--- config.mk ---
export PLATFORM = sky130hd
export DESIGN_NAME = if_id_stage
export DESIGN_NICKNAME = d
export VERILOG_FILES = /design/src/rtl/if_id_stage.sv
export SDC_FILE = /design/constraint.sdc
export NUM_CORES = 1
export LEC_CHECK = 0
export CORE_UTILIZATION = 48
export CTS_CLUSTER_DIAMETER = 200
export DETAILED_ROUTE_END_ITERATION = 8
export GPL_TIMING_DRIVEN = 0
export PLACE_DENSITY = 0.81
export SETUP_SLACK_MARGIN = 0.1
export SYNTH_ARGS = -nofsm -noshare
export SYNTH_HDL_FRONTEND = slang
export SYNTH_SLANG_ARGS = --single-unit
export TNS_END_PERCENT = 5
--- constraint.sdc ---
create_clock -name clk -period 2.79 [get_ports clk]
set_input_delay 0.4185 -clock clk [delete_from_list [all_inputs] [get_ports clk]]
set_output_delay 0.4185 -clock clk [all_outputs]
set_load 0.005 [all_outputs]
--- src/rtl/if_id_stage.sv ---
// IF/ID buffer: 2-entry in-order FIFO of {pc, instr} with combinational decode of the head entry.
// Latency: a pushed pair is at the outputs 1 cycle after its push edge; in_ready depends on occupancy only, so out_ready never reaches it.
module if_id_stage #(
    parameter logic [31:0] NOP_INSTR = 32'h00000013
) (
    input  logic        clk,
    input  logic        rst,
    input  logic        in_valid,
    input  logic [31:0] in_pc,
    input  logic [31:0] in_instr,
    output logic        in_ready,
    input  logic        flush,
    output logic        out_valid,
    input  logic        out_ready,
    output logic [31:0] out_pc,
    output logic [31:0] out_instr,
    output logic [6:0]  out_opcode,
    output logic [4:0]  out_rd,
    output logic [2:0]  out_funct3,
    output logic [4:0]  out_rs1,
    output logic [4:0]  out_rs2,
    output logic [6:0]  out_funct7,
    output logic [31:0] out_imm,
    output logic        out_illegal
);

    typedef struct packed {
        logic [31:0] pc;
        logic [31:0] instr;
    } entry_t;

    entry_t     mem [2];
    logic [1:0] count;
    logic       wr_ptr;
    logic       rd_ptr;
    logic       push;
    logic       pop;
    logic       legal;

    assign in_ready  = (count != 2'd2);
    assign out_valid = (count != 2'd0);
    assign push      = in_valid && in_ready;
    assign pop       = out_valid && out_ready;

    // flush wins over push/pop; the same-cycle input pair is simply dropped
    always_ff @(posedge clk) begin
        if (rst) begin
            count  <= 2'd0;
            wr_ptr <= 1'b0;
            rd_ptr <= 1'b0;
            mem[0] <= '0;
            mem[1] <= '0;
        end else if (flush) begin
            count  <= 2'd0;
            wr_ptr <= 1'b0;
            rd_ptr <= 1'b0;
        end else begin
            if (push) begin
                mem[wr_ptr] <= '{pc: in_pc, instr: in_instr};
                wr_ptr      <= ~wr_ptr;
            end
            if (pop) begin
                rd_ptr <= ~rd_ptr;
            end
            case ({push, pop})
                2'b10:   count <= count + 2'd1;
                2'b01:   count <= count - 2'd1;
                default: count <= count;
            endcase
        end
    end

    assign out_pc     = out_valid ? mem[rd_ptr].pc    : 32'h0;
    assign out_instr  = out_valid ? mem[rd_ptr].instr : NOP_INSTR;
    assign out_opcode = out_instr[6:0];
    assign out_rd     = out_instr[11:7];
    assign out_funct3 = out_instr[14:12];
    assign out_rs1    = out_instr[19:15];
    assign out_rs2    = out_instr[24:20];
    assign out_funct7 = out_instr[31:25];

    always_comb begin
        out_imm = 32'h0;
        case (out_opcode)
            7'b0000011, 7'b0010011, 7'b1100111, 7'b1110011:
                out_imm = {{20{out_instr[31]}}, out_instr[31:20]};
            7'b0100011:
                out_imm = {{20{out_instr[31]}}, out_instr[31:25], out_instr[11:7]};
            7'b1100011:
                out_imm = {{19{out_instr[31]}}, out_instr[31], out_instr[7],
                           out_instr[30:25], out_instr[11:8], 1'b0};
            7'b0110111, 7'b0010111:
                out_imm = {out_instr[31:12], 12'h000};
            7'b1101111:
                out_imm = {{11{out_instr[31]}}, out_instr[31], out_instr[19:12],
                           out_instr[20], out_instr[30:21], 1'b0};
            default:
                out_imm = 32'h0;
        endcase
    end

    always_comb begin
        legal = 1'b0;
        case (out_opcode)
            7'b0110011, 7'b0010011, 7'b0000011, 7'b0100011, 7'b1100011, 7'b1101111,
            7'b1100111, 7'b0110111, 7'b0010111, 7'b0001111, 7'b1110011:
                legal = 1'b1;
            default:
                legal = 1'b0;
        endcase
    end

    assign out_illegal = out_valid && !legal;

endmodule

; Word level (Yosys, flattened, before mapping)
; Memories as Yosys holds them, arrays and structs flattened. A register that Yosys moved wholly into a read port is not among the register bits.
; Cells that the tools add are included.
[totals]
out_inout_bits = 131
ramBits = 128
mem_count = 1
register_bits = 4
wordCells = 49
in_bits = 69
[mem_list]
columns = name, words, word_bits, rd, rd_ports_with_merged_regs, write_ports, line
row1 = mem, 2, 64, 1, 1, 2, 32  ; entry_t mem [2];
[op_classes]
eq_ne = 14
n_mux = 16
reduce_logical = 11
n_bitwise = 2
n_addsub = 2
[op_table]
columns = op, n
row1 = one-hot mux 32 bit (5 select lines), 1
row2 = two-way mux 32 bit, 2
row3 = two-way mux 64 bit, 1
row4 = OR reduction 64 bit, 1
row5 = equality test 7 bit (second input constant), 4
row6 = equality test 7 x 6 -> 1 bit (second input constant), 3
row7 = equality test 7 x 5 -> 1 bit (second input constant), 2
row8 = two-way mux 1 bit, 11
row9 = OR reduction 11 bit, 1
row10 = equality test 7 x 2 -> 1 bit (second input constant), 1
row11 = equality test 7 x 4 -> 1 bit (second input constant), 1
row12 = one-hot mux 2 bit (2 select lines), 1
row13 = nonzero test 2 bit, 2
row14 = OR reduction 2 bit, 2
row15 = OR reduction 4 bit, 1
row16 = logical AND 1 bit, 3
row17 = adder 2 x 1 -> 2 bit (second input constant), 1
row18 = equality test 2 x 1 -> 1 bit (second input constant), 1
row19 = equality test 2 bit (second input constant), 1
row20 = != test 2 bit (second input constant), 1
row21 = NOT 1 bit, 2
row22 = subtractor 2 x 1 -> 2 bit (second input constant), 1
row23 = logical NOT 1 bit, 1

; Depth between registers and ports, before layout
[logic_depth]
ltp_word = 8
depth_mapped = 8
depth_no_buf = 8

; Worst setup path before layout
; No wires, ideal clock.
[synth_timing]
path_type = register to register
from = register count[0]
to = memory mem[1][0] in the netlist's numbering (enable)
required_ns = 2.396
arrival_time_ns = 2.059
path_buffers = 1
synth_period_minus_slack_ns = 2.453
setup_ns = 0.394
path_stages_with_launch = 6
path_slack_ns = 0.337
cell_sequence = dfxtp_1 -> nand2b_1 -> nand2_1 -> nor4b_1 -> clkbuf_1 -> or2_2
[synth_rtl]
columns = item, line
row1 = from (decl), 33  ; logic [1:0] count;
row2 = from (signal assigned), 66  ; 2'b10: count <= count + 2'd1;
row3 = from (signal assigned), 67  ; 2'b01: count <= count - 2'd1;
row4 = from (signal assigned), 68  ; default: count <= count;
row5 = to (decl), 32

==> impl_results.md <==
* Worst slew pin tran at 0.955 ns
* Critical Path End: out_imm[19]
* CP Class: reg -> out
* Syn_nets at 628
* Hold Crit Class: in -> reg
* Crit-path max cell delay at 0.33 ns
* Final period utilization at 107%
* DRC Markers at 0
* 1st-iter DRT viols at 368
* Final hold vios at 0
* Worst hold margin at 0.451 ns
* Initial core utilization at 49.8%
* First-pass GRT wire length at 28.9 mm
* Core Box Area at 13400 sq um
* H-Tree Level Count at 4
* WP depth at 9
* Worst Path Max Fanout at 4
* Chip width at 120 um
* Static Leakage at 4.02 nW
* Max Clk Rate at 335 MHz
* M3 GR Usage at 6.32%
* Dpl hpwl at 11.9 mm
* Port Buffers at 198
* Critical Path AT at 2.57 ns
* Die area at 14400 sq um
* CTS tree: built
* Number of global-route vias before repair at 5422
* Minimum clock period at 2.99 ns
* Initial antenna violation count at 0
* CP cell instances: buf_6 > buf_4 > nor4bb_4 > o2111ai_4 > buf_4 > o31a_1 > buf_6 > o31ai_1 > buf_2
* # rows at 42
* Critical R2R Capture: mem[0][0]
* Synth warn at 0
* Failing checks: setup timing
* Largest net degree at the start of global routing at 65
* R2r setup slk at 0.32 ns
* CTS buffer count at 17
* Worst slack, placed at -0.486 ns
* CP required at 2.37 ns
* Syn Area/Cell at 11.9 sq um
* Total GRT Usage at 26.7%
* Vias at 5339
* Clk pin slew, worst setup/hold paths at 0.06 ns
* Setup crit start kind: flop
* Family with the most delay on the worst path: compound AO/OA/AOI/OAI gates
* Slowest cell on the critical path: dfxtp_2
* Post-Syn Area at 6670 sq um
* Antenna viol nets, final at 0
* Dpl cells at 932
* Max_slew headroom at 36.4%
* Synthesis-stage register bit count at 133
* Final WL at 19.4 mm
* Antenna cells at 0
* DR vias/cell at 5.39
* Top Ports at 200
* Buf/Inv on CP at 5
* Synth Instances at 558
* Async S/R FF share, synth at 0%
* Power Dens Cells at 511 nW/um^2
* GR peak layer: met2
* CP endpoint kind: primary output
* Gr ovfl total at 0
* VDD IR max at 377 uV
* Finished Layout Cells at 990
* Count of cell types in the netlist at 43
* Clock tree buffer depth at 2
* EDFF count, synth at 128
* Area added between synthesis and finish at 51.5%
* Seq/Total Area, Yosys at 59.1%
* Final WS setup at -0.195 ns
* Worst-Skew Late Latency at 0.41 ns
* Main synth FF type: edfxtp_1
* Fin Clk Skew at 0.0161 ns
* Status: finished, violations left
* Final setup fails at 31
* CTS root buffer: clkbuf_16
* Max cap viols at 0
* Total Power at 0.00516 W
* Worst r2r path cells at 5
* Clock sink count at 133
* Chip height at 120 um
* RSZ-0062 raised after global routing: yes
* Share of post-route cells with drive strength above 1 at 29.0%
* 1st-pass router iterations at 5
* Met2 usage at 47.8%
* Routed len/inst at 19.6 um
* Slew Viols, Final at 0
* Routing usage on met1 at 30.4%
* Routability cong. at 0.910
* Worst r2r src: count[0]
* Final net count at 871
[registers in the layout (all words and copies together), names as in the netlist, named ones only]
| signal | count |
|---|---|
| count | 2 |
| mem | 128 |
| wr_ptr | 1 |
| rd_ptr | 1 |
[cell type report]
type	instances	area, sq um
well taps	176	220
clock buffers	17	425
flip-flops and latches	133	3950
repair buffers	224	2110
plain buffers	66	510
inverters	15	61.3
fillers	874	3300
multi-input cells	344	2700
clock inverters	15	133
[power breakdown]
part	internal (W)	leakage (nW)	switching, W	total, W
combinational	0.000374	2.38	0.000356	0.000730
sequential	0.00230	1.38	0.0000407	0.00234
clock	0.00123	0.267	0.000869	0.00210
[synth_stat cells, types with 5 or more instances]
library cell | instances | area share, %
and2_1 | 129 | 12
edfxtp_1 | 128 | 58
nor2_1 | 61 | 3.4
mux2i_1 | 50 | 7.5
buf_4 | 32 | 3.6
clkbuf_1 | 23 | 1.3
mux2_2 | 15 | 2.5
nand2_1 | 15 | 0.84
inv_1 | 14 | 0.79
o21ai_0 | 12 | 0.90
nor3_1 | 10 | 0.75
o31ai_1 | 7 | 0.79
buf_2 | 6 | 0.45
dfxtp_1 | 5 | 1.5
[through the flow]
| stage | TNS [ns] | utilization [%] | cell area, sq um |
|---|---|---|---|
| after detailed placement | -70.71 | 66.2 | 8870 |
| after CTS | -1.53 | 74.4 | 9960 |
| after global routing | -5.32 | 75.4 | 10100 |
| after global placement | -118.82 | 66.2 | 8870 |
| after floorplan | 0 | - | 6670 |
| final | -2.49 | 75.4 | 10100 |
[worst register-to-register path, cell delays in order (launching register included)]
cell and delay, ns:
dfxtp_2 0.38, nand2b_1 0.14, nand2_1 0.13, nor4_1 0.25, clkbuf_2 0.34, or2_4 0.82
[layer usage]
metal  vias up  part of all wire, %
met5         -                    0
met4         0                  2.8
met3        52                  6.9
met2       293                   52
met1      2582                   38
li1       2412                    -
[placed cells by master (no fill, tap or decap), drive strengths merged, types with 2 or more instances in the layout]
cell | synthesis | routed
a211o | 2 | 2
a21oi | 4 | 4
and2 | 129 | 129
buf | 43 | 100
clkbuf | 23 | 39
clkdlybuf4s15 | 0 | 6
clkdlybuf4s50 | 0 | 147
clkinv | 1 | 8
clkinvlp | 0 | 3
dfxtp | 5 | 5
dlygate4sd2 | 0 | 8
dlymetal6s2s | 0 | 7
edfxtp | 128 | 128
inv | 14 | 18
mux2 | 15 | 15
mux2i | 50 | 50
nand2 | 15 | 15
nand2b | 2 | 2
nand3 | 2 | 2
nand3b | 2 | 2
nor2 | 61 | 61
nor3 | 10 | 10
nor4 | 3 | 3
nor4b | 2 | 2
o2111ai | 2 | 2
o21ai | 13 | 13
o2bb2ai | 4 | 4
o31ai | 8 | 8
or2 | 3 | 3
xnor2 | 3 | 3
xor2 | 2 | 2
[what timing repair did]
item,CTS,global route
hold buffers,0,0
pin swaps,15,10
hold endpoints to repair,0,0
gates cloned,3,0
setup buffers,19,4
setup endpoints to repair,248,179
gates resized for setup,225,58
[cell families after synthesis]
kind of cell | synth area share (%)
AO/OA/AOI/OAI | 3.98
buffers and inverters | 6.81
multiplexers | 10.0
AND/OR/NAND/NOR | 19.2
XOR/XNOR | 0.657
adder cells (fa/ha/maj) | 0.188
flip-flops | 59.1
[how the worst min path moves through the flow]
stage                      start  endpoint  cells after the start
after global placement    rd_ptr    rd_ptr                      2
after CTS                    rst  count[0]                      2
after detailed placement  rd_ptr    rd_ptr                      2
after floorplan            flush  count[1]                      1
after global routing         rst  count[0]                      2
final                        rst  count[0]                      2
Note: power is estimated with default switching activity, not from simulation.
